`config.mk`:
```
export PLATFORM = sky130hd
export DESIGN_NAME = aes_round_ctrl_flat
export DESIGN_NICKNAME = d
export VERILOG_FILES = /design/src/rtl/aes_pkg.sv /design/src/rtl/aes_round_ctrl_if.sv /design/src/rtl/aes_round_ctrl.sv /design/src/flat_wrapper.sv
export SDC_FILE = /design/constraint.sdc
export NUM_CORES = 1
export LEC_CHECK = 0
export BUFFER_PORTS_ARGS = -buffer_cell sky130_fd_sc_hd__buf_2
export CAP_MARGIN = 30
export CORE_MARGIN = 10
export CORE_UTILIZATION = 50
export CTS_CLUSTER_SIZE = 25
export DETAILED_ROUTE_END_ITERATION = 8
export PLACE_DENSITY_LB_ADDON = 0.25
export SYNTH_ARGS = -nofsm -noshare
export SYNTH_HDL_FRONTEND = slang
export SYNTH_SLANG_ARGS = --single-unit
```
`constraint.sdc`:
```
create_clock -name clk -period 3.94 [get_ports clk]
set_clock_uncertainty 0.15 [all_clocks]
set_input_delay 0.394 -clock clk [delete_from_list [all_inputs] [get_ports clk]]
set_output_delay 0.394 -clock clk [all_outputs]
set_load 0.005 [all_outputs]
```
`src/rtl/aes_pkg.sv`:
```
// Shared definitions for the AES round controller: FSM state encoding,
// default round/expansion timing, key width and key-cache helper functions.
package aes_pkg;

    // Key and round-index widths
    localparam int AES_KEY_W = 128;
    localparam int AES_IDX_W = 4;

    // Default timing: AES-128 has 10 rounds, the key expander needs 11 cycles
    localparam int AES_NR_DEF       = 10;
    localparam int AES_KEXP_LAT_DEF = 11;

    // Controller states
    typedef enum logic [2:0] {
        ST_IDLE  = 3'd0,
        ST_KEXP  = 3'd1,
        ST_LOAD  = 3'd2,
        ST_ROUND = 3'd3,
        ST_FINAL = 3'd4,
        ST_OUT   = 3'd5
    } aes_state_e;

    // Even parity over a full key, stored next to the cached key so that a
    // corrupted cache entry is never trusted as a hit.
    function automatic logic key_parity(input logic [AES_KEY_W-1:0] key);
        return ^key;
    endfunction

    // A cached key is a hit only when the entry is valid, its parity still
    // checks out and it equals the requested key.
    function automatic logic key_hit(
        input logic                 valid,
        input logic                 par,
        input logic [AES_KEY_W-1:0] cached,
        input logic [AES_KEY_W-1:0] key
    );
        return valid && (par == key_parity(cached)) && (cached == key);
    endfunction

endpackage

```
`src/rtl/aes_round_ctrl_if.sv`:
```
// Request / key-expander / round-datapath / result signals of the AES round
// controller. The slave modport is the controller's view, the master modport
// is the view of the block that issues requests and consumes control.
interface aes_round_ctrl_if;
    import aes_pkg::*;

    // Request side
    logic                   in_valid;
    logic                   in_ready;
    logic [AES_KEY_W-1:0]   in_key;

    // Key expander control
    logic                   kexp_en;
    logic [AES_KEY_W-1:0]   kexp_key;

    // Round datapath control
    logic                   rnd_load;
    logic                   rnd_en;
    logic                   rnd_last;
    logic [AES_IDX_W-1:0]   rnd_idx;

    // Result side and status
    logic                   out_valid;
    logic                   out_ready;
    logic                   busy;

    modport slave (
        input  in_valid,
        input  in_key,
        input  out_ready,
        output in_ready,
        output kexp_en,
        output kexp_key,
        output rnd_load,
        output rnd_en,
        output rnd_last,
        output rnd_idx,
        output out_valid,
        output busy
    );

    modport master (
        output in_valid,
        output in_key,
        output out_ready,
        input  in_ready,
        input  kexp_en,
        input  kexp_key,
        input  rnd_load,
        input  rnd_en,
        input  rnd_last,
        input  rnd_idx,
        input  out_valid,
        input  busy
    );

endinterface

```
`src/rtl/aes_round_ctrl.sv`:
```
// AES round controller. Accepts a key, runs the key expander unless the key
// matches the single-entry key cache, then sequences the round datapath
// through load, NR-1 full rounds and a final round, and holds the result
// valid until the consumer takes it.
module aes_round_ctrl
    import aes_pkg::*;
#(
    parameter int NR       = AES_NR_DEF,
    parameter int KEXP_LAT = AES_KEXP_LAT_DEF
) (
    input  logic            clk,
    input  logic            reset_n,
    aes_round_ctrl_if.slave bus
);

    // Expansion down-counter: loaded with KEXP_LAT-1, KEXP ends when it hits 0
    localparam int CNT_W = (KEXP_LAT > 1) ? $clog2(KEXP_LAT) : 1;
    localparam logic [CNT_W-1:0] CNT_LOAD = CNT_W'(KEXP_LAT - 1);
    localparam logic [CNT_W-1:0] CNT_ZERO = {CNT_W{1'b0}};
    localparam logic [CNT_W-1:0] CNT_ONE  = CNT_W'(1);

    // Round-index landmarks
    localparam logic [AES_IDX_W-1:0] IDX_ZERO   = {AES_IDX_W{1'b0}};
    localparam logic [AES_IDX_W-1:0] IDX_ONE    = AES_IDX_W'(1);
    localparam logic [AES_IDX_W-1:0] IDX_LAST   = AES_IDX_W'(NR);
    localparam logic [AES_IDX_W-1:0] IDX_PENULT = AES_IDX_W'(NR - 1);

    localparam logic [AES_KEY_W-1:0] KEY_ZERO = {AES_KEY_W{1'b0}};

    aes_state_e             state_r;
    logic [CNT_W-1:0]       cnt_r;
    logic [AES_KEY_W-1:0]   kexp_key_r;
    logic [AES_KEY_W-1:0]   cache_key_r;
    logic                   cache_par_r;
    logic                   cache_valid_r;

    logic                   kexp_en_r;
    logic                   rnd_load_r;
    logic                   rnd_en_r;
    logic                   rnd_last_r;
    logic [AES_IDX_W-1:0]   rnd_idx_r;
    logic                   out_valid_r;
    logic                   busy_r;

    logic                   in_ready_s;
    logic                   accept_s;
    logic                   cache_hit_s;

    // in_ready is gated by reset_n so it reads 0 throughout reset and 1 as
    // soon as reset is released while the FSM sits in IDLE.
    assign in_ready_s  = reset_n & (state_r == ST_IDLE);
    assign accept_s    = bus.in_valid & in_ready_s;
    assign cache_hit_s = key_hit(cache_valid_r, cache_par_r, cache_key_r, bus.in_key);

    // Request sequencing FSM with all control outputs registered
    always_ff @(posedge clk or negedge reset_n) begin
        if (!reset_n) begin
            state_r       <= ST_IDLE;
            cnt_r         <= CNT_ZERO;
            kexp_key_r    <= KEY_ZERO;
            cache_key_r   <= KEY_ZERO;
            cache_par_r   <= 1'b0;
            cache_valid_r <= 1'b0;
            kexp_en_r     <= 1'b0;
            rnd_load_r    <= 1'b0;
            rnd_en_r      <= 1'b0;
            rnd_last_r    <= 1'b0;
            rnd_idx_r     <= IDX_ZERO;
            out_valid_r   <= 1'b0;
            busy_r        <= 1'b0;
        end else begin
            case (state_r)
                ST_IDLE: begin
                    if (accept_s) begin
                        kexp_key_r <= bus.in_key;
                        busy_r     <= 1'b1;
                        if (cache_hit_s) begin
                            // Round keys already sit in key_reg: skip expansion
                            state_r    <= ST_LOAD;
                            rnd_load_r <= 1'b1;
                            rnd_idx_r  <= IDX_ZERO;
                        end else begin
                            state_r   <= ST_KEXP;
                            kexp_en_r <= 1'b1;
                            cnt_r     <= CNT_LOAD;
                        end
                    end else begin
                        busy_r <= 1'b0;
                    end
                end

                ST_KEXP: begin
                    // Start pulse is only ever one cycle wide
                    kexp_en_r <= 1'b0;
                    if (cnt_r == CNT_ZERO) begin
                        // key_reg now holds this key's schedule
                        cache_valid_r <= 1'b1;
                        cache_key_r   <= kexp_key_r;
                        cache_par_r   <= key_parity(kexp_key_r);
                        state_r       <= ST_LOAD;
                        rnd_load_r    <= 1'b1;
                        rnd_idx_r     <= IDX_ZERO;
                    end else begin
                        cnt_r <= cnt_r - CNT_ONE;
                    end
                end

                ST_LOAD: begin
                    rnd_load_r <= 1'b0;
                    rnd_en_r   <= 1'b1;
                    if (IDX_LAST == IDX_ONE) begin
                        // Single-round cipher goes straight to the final round
                        state_r    <= ST_FINAL;
                        rnd_last_r <= 1'b1;
                        rnd_idx_r  <= IDX_LAST;
                    end else begin
                        state_r   <= ST_ROUND;
                        rnd_idx_r <= IDX_ONE;
                    end
                end

                ST_ROUND: begin
                    if (rnd_idx_r == IDX_PENULT) begin
                        state_r    <= ST_FINAL;
                        rnd_last_r <= 1'b1;
                        rnd_idx_r  <= IDX_LAST;
                    end else begin
                        rnd_idx_r <= rnd_idx_r + IDX_ONE;
                    end
                end

                ST_FINAL: begin
                    state_r     <= ST_OUT;
                    rnd_en_r    <= 1'b0;
                    rnd_last_r  <= 1'b0;
                    rnd_idx_r   <= IDX_ZERO;
                    out_valid_r <= 1'b1;
                end

                ST_OUT: begin
                    if (bus.out_ready) begin
                        state_r     <= ST_IDLE;
                        out_valid_r <= 1'b0;
                        busy_r      <= 1'b0;
                    end else begin
                        out_valid_r <= 1'b1;
                    end
                end

                default: begin
                    // Illegal encoding: drop everything and return to IDLE
                    state_r     <= ST_IDLE;
                    cnt_r       <= CNT_ZERO;
                    kexp_en_r   <= 1'b0;
                    rnd_load_r  <= 1'b0;
                    rnd_en_r    <= 1'b0;
                    rnd_last_r  <= 1'b0;
                    rnd_idx_r   <= IDX_ZERO;
                    out_valid_r <= 1'b0;
                    busy_r      <= 1'b0;
                end
            endcase
        end
    end

    assign bus.in_ready  = in_ready_s;
    assign bus.kexp_en   = kexp_en_r;
    assign bus.kexp_key  = kexp_key_r;
    assign bus.rnd_load  = rnd_load_r;
    assign bus.rnd_en    = rnd_en_r;
    assign bus.rnd_last  = rnd_last_r;
    assign bus.rnd_idx   = rnd_idx_r;
    assign bus.out_valid = out_valid_r;
    assign bus.busy      = busy_r;

endmodule

```
`src/flat_wrapper.sv`:
```
// flat-port wrapper written by rule: the top's interface ports become plain ports
module aes_round_ctrl_flat import aes_pkg::*;
#(
    parameter int NR       = AES_NR_DEF,
    parameter int KEXP_LAT = AES_KEXP_LAT_DEF
)
  (clk, reset_n, bus_in_valid, bus_in_key, bus_out_ready, bus_in_ready, bus_kexp_en, bus_kexp_key, bus_rnd_load, bus_rnd_en, bus_rnd_last, bus_rnd_idx, bus_out_valid, bus_busy);
  aes_round_ctrl_if bus_i ();
  input  logic clk;
  input  logic reset_n;
  input wire logic [$bits(bus_i.in_valid)-1:0] bus_in_valid;
  input wire logic [$bits(bus_i.in_key)-1:0] bus_in_key;
  input wire logic [$bits(bus_i.out_ready)-1:0] bus_out_ready;
  output wire logic [$bits(bus_i.in_ready)-1:0] bus_in_ready;
  output wire logic [$bits(bus_i.kexp_en)-1:0] bus_kexp_en;
  output wire logic [$bits(bus_i.kexp_key)-1:0] bus_kexp_key;
  output wire logic [$bits(bus_i.rnd_load)-1:0] bus_rnd_load;
  output wire logic [$bits(bus_i.rnd_en)-1:0] bus_rnd_en;
  output wire logic [$bits(bus_i.rnd_last)-1:0] bus_rnd_last;
  output wire logic [$bits(bus_i.rnd_idx)-1:0] bus_rnd_idx;
  output wire logic [$bits(bus_i.out_valid)-1:0] bus_out_valid;
  output wire logic [$bits(bus_i.busy)-1:0] bus_busy;
  assign bus_i.in_valid = bus_in_valid;
  assign bus_i.in_key = bus_in_key;
  assign bus_i.out_ready = bus_out_ready;
  assign bus_in_ready = bus_i.in_ready;
  assign bus_kexp_en = bus_i.kexp_en;
  assign bus_kexp_key = bus_i.kexp_key;
  assign bus_rnd_load = bus_i.rnd_load;
  assign bus_rnd_en = bus_i.rnd_en;
  assign bus_rnd_last = bus_i.rnd_last;
  assign bus_rnd_idx = bus_i.rnd_idx;
  assign bus_out_valid = bus_i.out_valid;
  assign bus_busy = bus_i.busy;
  aes_round_ctrl #(.NR(NR), .KEXP_LAT(KEXP_LAT)) u_core (.clk(clk), .reset_n(reset_n), .bus(bus_i));
endmodule
```
==> flow_metrics.tcl, run 1 <==
set metrics [dict create \
    synth_fp_nets 1765 \
    yosysUniqueCellTypes 49 \
    start_util_pct 51.1 \
    cts_sinks 275 \
    die_area_um2 35800 \
    hpwl_um 42900 \
    port_buffers 270 \
    cp-end-kind "flip-flop" \
    synth-edff-count 0 \
    clk_latency_ns 0.57 \
    grt_pass1_vias 13100 \
    slowest_delay_ns 0.61 \
    core_um2 28000 \
    fmax_ghz 0.287 \
    async_reset_ff_share_pct 100 \
    drc 0 \
    slew_violations 0 \
    vias 13000 \
    synthFlopType "dfrtp_1" \
    cts_setup_buffers 0 \
    cts_buffers 31 \
    critPathSlowestCell "xnor2_1" \
    gp_congestion 1.04 \
    grt_max_degree 123 \
    cts_resized 0 \
    ys_warn_count 0 \
    die_h_um 189 \
    reg2regPathDepth 8 \
    cts.path.max_buffers 3 \
    cp_num_buf_inv 2 \
    drt_iter0_markers 1143 \
    io_pins 271 \
    nets 2133 \
    ys_seq_area_share_pct 48.1 \
    wirelength_um 56700 \
    drive_above_1_share_pct 17.5 \
    area_growth_pct 27.5 \
    antenna_found_initial 2 \
    hp-class "in -> reg" \
    worst-path-max-fanout 5 \
    setup_viol 0 \
    outcome "finished clean" \
    syn_area_um2 14300 \
    rows 61 \
    post_drt_wl_per_cell_um 23.6 \
    clkTransAtPathRegs_ns 0.06 \
    grt_util_all_layers_pct 31.0 \
    h-tree-depth 1 \
    synthCells 1627 \
    multi_input_area_um2 6920 \
    worstPathArrival_ns 3.79 \
    cts_tree "yes" \
    tns_ns 0 \
    fin_crit_sh_pct 88.3 \
    rsz0062_at_grt "false" \
    worst_ep_required_time_ns 4.25 \
    fillCellCount 2282 \
    peakVddDrop_v 0.00145 \
    syn_avg_cell_area_um2 8.79 \
    ant_nets 0 \
    ys_ff_latch 275 \
    setup_ws_ns 0.460 \
    min_period_ns 3.48 \
    cp_top_family "simple AND/OR/NAND/NOR gates" \
    cts_root_buf "clkbuf_16" \
    crit_cells 10 \
    finalHoldViolCount 0 \
    min_path_cells 3 \
    cp_cell_sequence "dlygate4sd3_1, buf_2, xnor2_1, nand4_1, or4_1, nor4_1, and4_1, nand3_2, and2_1, a32o_1" \
    firstDrtPassIters 5 \
    critPathKind "in -> reg" \
    timing.max_cap.violations 0 \
    vias_per_cell 5.40 \
    die_width_um 189 \
    power_density_nw_per_um2 1220 \
    max_slew.worst_pin.slew_ns 0.897 \
    place_ws_ns 0.496 \
    seqCellArea_um2 6880 \
    p_leak_uw 0.00900 \
    slew-limit-headroom_pct 40.2 \
    cp-start-kind "input port" \
    gr-total-overflow 0 \
    grt_pass1_wl_um 84900 \
]
-- final cells by class --
type	instances	share of cell area, %
multi-input cells	1209	37.9
flip-flops and latches	275	37.7
repair buffers	396	14.6
clock buffers	45	4.92
well taps	378	2.59
inverters	82	1.69
clock inverters	10	0.473
diodes	2	0.0274
-- report_power, final --
group	switching [uW]	total, uW	internal (uW)
registers	1680	5720	4040
logic	7360	13700	6320
clock network	1210	2840	1630
total	10200	22200	12000
-- cells by family after synthesis --
logic type	Yosys count	share of synthesized area [%]
AND/OR/NAND/NOR	706	19.6
XOR/XNOR	317	19.6
flip-flops	275	48.1
AO/OA/AOI/OAI	176	8.06
buffers and inverters	143	3.76
adder cells (fa/ha/maj)	6	0.525
multiplexers	4	0.297
-- metal layers --
metal	GRT usage (%)	share of wire (%)	vias up
li1	-	-	5952
met1	41.0	42	6334
met2	52.4	48	568
met3	4.69	6.7	99
met4	7.78	2.9	2
met5	0	0.023	-
-- worst min-delay path, stage by stage --
cell and delay (ns):
buf_2 0.07, inv_1 0.08, o21ai_1 0.14
-- placed cells by master (no fill, tap or decap), types with 3 or more instances in the layout --
cell type | synthesis | routed
nand2_1 | 639 | 639
dfrtp_1 | 275 | 275
buf_2 | 1 | 270
xnor2_1 | 236 | 236
dlygate4sd3_1 | 0 | 110
inv_1 | 78 | 78
xor2_1 | 78 | 78
o21ai_1 | 45 | 45
o21ai_0 | 40 | 40
clkbuf_16 | 0 | 31
a221oi_1 | 27 | 27
o22ai_1 | 23 | 23
nor4_1 | 15 | 15
o2bb2ai_1 | 15 | 15
nand4_1 | 14 | 14
a21oi_1 | 10 | 10
nor2_1 | 9 | 9
buf_4 | 0 | 9
clkbuf_8 | 0 | 7
clkbuf_1 | 47 | 7
nand3_1 | 7 | 6
ha_1 | 6 | 6
clkinv_2 | 0 | 5
inv_2 | 4 | 4
nor3_1 | 5 | 4
buf_12 | 0 | 4
and2_1 | 3 | 3
o31ai_1 | 3 | 3
clkinvlp_4 | 0 | 3
-- final timing paths --
path / from / endpoint / slack [ns]
worst max-delay path: bus_in_key[38] / u_core.bus.rnd_idx[0] / 0.46
worst min-delay path: bus_in_key[7] / u_core.bus.kexp_key[7] / 0.02
worst max register to register: u_core.cache_key_r[38] / u_core.bus.rnd_idx[0] / 0.51
worst min register to register: u_core.cache_valid_r / u_core.cache_valid_r / 0.32
max in group asynchronous: reset_n / u_core.cache_key_r[77] / 2.44
min in group asynchronous: reset_n / u_core.bus.kexp_key[16] / 0.09
-- cells in the mapped netlist, drive strengths merged, types with 3 or more instances --
| cell | n | area, um2 |
|---|---|---|
| a2111oi | 3 | 57.6 |
| a21oi | 10 | 50.1 |
| a221oi | 27 | 236 |
| and2 | 3 | 18.8 |
| buf | 14 | 53.8 |
| clkbuf | 47 | 176 |
| dfrtp | 275 | 6880 |
| ha | 6 | 75.1 |
| inv | 82 | 308 |
| nand2 | 639 | 2400 |
| nand3 | 9 | 55.1 |
| nand4 | 14 | 87.6 |
| nor2 | 9 | 33.8 |
| nor3 | 6 | 41.3 |
| nor4 | 15 | 93.8 |
| o21ai | 85 | 425 |
| o22ai | 23 | 144 |
| o2bb2ai | 15 | 131 |
| o31ai | 3 | 22.5 |
| xnor2 | 238 | 2100 |
| xor2 | 78 | 683 |
-- what timing repair did --
action	CTS	global route
hold buffers	110	0
setup endpoints to repair	0	0
endpoints found under the hold margin	252	0
-- stage by stage --
step                      total power [uW]  std cells  hold slack [ns]  area (um2)  utilization, %
after global placement               19000       2227           0.0815       16100            57.4
after global routing                 23300       2396           0.0141       18200            65.1
after floorplan                      15100       1627          -0.0516       14300               -
final                                22200       2397           0.0169       18200            65.1
after detailed placement             19200       2230           0.0810       16200            57.7
after CTS                            22200       2395         0.000656       18200            65.1
-- registers in the layout, indices dropped and copies added (netlist names), 3 cells and up --
name                 count
u_core.bus.kexp_key    128
u_core.bus.rnd_idx       4
u_core.cache_key_r     128
u_core.cnt_r             4
u_core.state_r           3
No activity file was read; power rests on OpenSTA's default activity.
==> inputs of run 2 (changes only) <==
CAP_MARGIN = 40   (was 30)
CORE_UTILIZATION = 61   (was 50)
==> run 2 against run 1 <==
Register-to-register slack better by 0.02 ns. Setup slack improved by 0.014 ns. Non-clock buffer count down 22. Critical path depth stayed put. Sequential cell count did not move. Sequential power is 0.9% higher. Sequential share of layout area up 0.68 points. Global-route usage increased by 6.4 points. Clock power up 2%. Total power increased by 0.59%. Via count up 6.7%. Largest power group unchanged.
==> flow_metrics.tcl, run 2 (same netlist as run 1, synthesis figures left out) <==
set metrics [dict create \
    finalHoldViolCount 0 \
    firstDrtPassIters 7 \
    cp_cell_sequence "dlygate4sd3_1, buf_2, xnor2_1, nand4_1, or4_1, nor4_1, and4_1, nand3_2, and2_1, a32o_1" \
    cts_root_buf "clkbuf_16" \
    die_area_um2 30000 \
    cts.path.max_buffers 3 \
    hpwl_um 40800 \
    nets 2109 \
    power_density_nw_per_um2 1250 \
    layout_common_cells "639 x nand2_1, 275 x dfrtp_1, 269 x buf_2" \
    io_pins 271 \
    die_h_um 173 \
    vias_per_cell 5.99 \
    start_util_pct 62.6 \
    cts_sinks 275 \
    setup_viol 0 \
    fin_crit_sh_pct 88.0 \
    grt_pass1_wl_um 87300 \
    worstPathArrival_ns 3.76 \
    rows 55 \
    gr-total-overflow 0 \
    cp-end-kind "flip-flop" \
    cts_hold_buf 94 \
    cts_setup_buffers 0 \
    h-tree-depth 1 \
    core_um2 22800 \
    area_growth_pct 25.2 \
    ant_nets 0 \
    slew-limit-headroom_pct 31.1 \
    place_area_um2 16000 \
    worst_ep_required_time_ns 4.24 \
    cp-start-kind "input port" \
    cts_resized 0 \
    p_leak_uw 0.00890 \
    timing.max_cap.violations 0 \
    port_buffers 270 \
    tns_ns 0 \
    antenna_found_initial 0 \
    min_period_ns 3.47 \
    fillCellCount 1443 \
    post_drt_wl_per_cell_um 25.1 \
    gp_congestion 1.07 \
    vias 13800 \
    cts_buffers 29 \
    place_inst 2159 \
    grt_util_all_layers_pct 37.5 \
    peakVddDrop_v 0.00119 \
    wirelength_um 57800 \
    grt_max_degree 173 \
    grt_pass1_vias 14100 \
    die_width_um 173 \
    cts_tree "yes" \
    hp-class "in -> reg" \
    drive_above_1_share_pct 17.3 \
    drc 0 \
    layout_commonest_cell "nand2_1" \
    max_slew.worst_pin.slew_ns 1.03 \
    rsz0062_at_grt "false" \
    final_cell_count_no_fill 2307 \
    slew_violations 0 \
    fmax_ghz 0.289 \
    worst-path-max-fanout 5 \
    slowest_delay_ns 0.64 \
    clkTransAtPathRegs_ns 0.07 \
    critPathSlowestCell "xnor2_1" \
    outcome "finished clean" \
    clk_latency_ns 0.56 \
    drt_iter0_markers 1826 \
    fin_area_um2 17900 \
    critPathKind "in -> reg" \
]
## run 2: worst paths after layout
check	start	endpoint	slack, ns	cells after the start
max	bus_in_key[38]	u_core.bus.rnd_idx[0]	0.47	10
min reg2reg	u_core.cache_valid_r	u_core.cache_valid_r	0.33	1
max reg2reg	u_core.cache_key_r[38]	u_core.bus.rnd_idx[0]	0.53	8
min	bus_in_key[123]	u_core.bus.kexp_key[123]	0.008	3
max in group asynchronous	reset_n	u_core.bus.kexp_key[99]	2.03	3
min in group asynchronous	reset_n	u_core.bus.kexp_key[29]	0.20	2
## run 2: final cells by class
| cell class | count | area [um2] | area share (%) |
|---|---|---|---|
| Timing Repair Buffer | 374 | 2430 | 13.5 |
| Sequential cell | 275 | 6880 | 38.4 |
| Clock buffer | 41 | 821 | 4.58 |
| Tap cell | 313 | 392 | 2.19 |
| Clock inverter | 12 | 166 | 0.929 |
| Antenna cell | 1 | 2.50 | 0.0140 |
| Multi-Input combinational cell | 1209 | 6920 | 38.6 |
| Inverter | 82 | 308 | 1.72 |
## run 2: routing by layer
layer	up-vias	track usage, %	part of all wire, %
met5	-	0	0
met4	0	18.7	5.9
met1	6692	45.7	37
met2	1017	61.2	47
met3	215	8.93	11
li1	5898	-	-
## run 2: stage by stage
stage | power (uW) | setup WS, ns | utilization (%) | hold WS (ns)
floorplan | 15100 | 1.25 | - | -0.0516
global placement | 18600 | 0.653 | 69.9 | 0.192
detailed placement | 18900 | 0.591 | 70.0 | 0.199
CTS | 21900 | 0.608 | 78.4 | 0.000318
global route | 23100 | 0.489 | 78.4 | 0.00341
finish | 22400 | 0.474 | 78.4 | 0.00802
## run 2: report_power, final
part / internal, uW / leakage, uW / total [uW] / switching, uW
clock: 1710 / 0.000492 / 2890 / 1180
sequential: 4040 / 0.00348 / 5770 / 1730
combinational: 6310 / 0.00493 / 13700 / 7400
## run 2: worst max-delay path: cells and delay by family
family	cells	cell delay, ns
AO/OA/AOI/OAI	1	0.21
AND/OR/NAND/NOR	6	1.83
buffers and inverters	2	0.68
XOR/XNOR	1	0.64
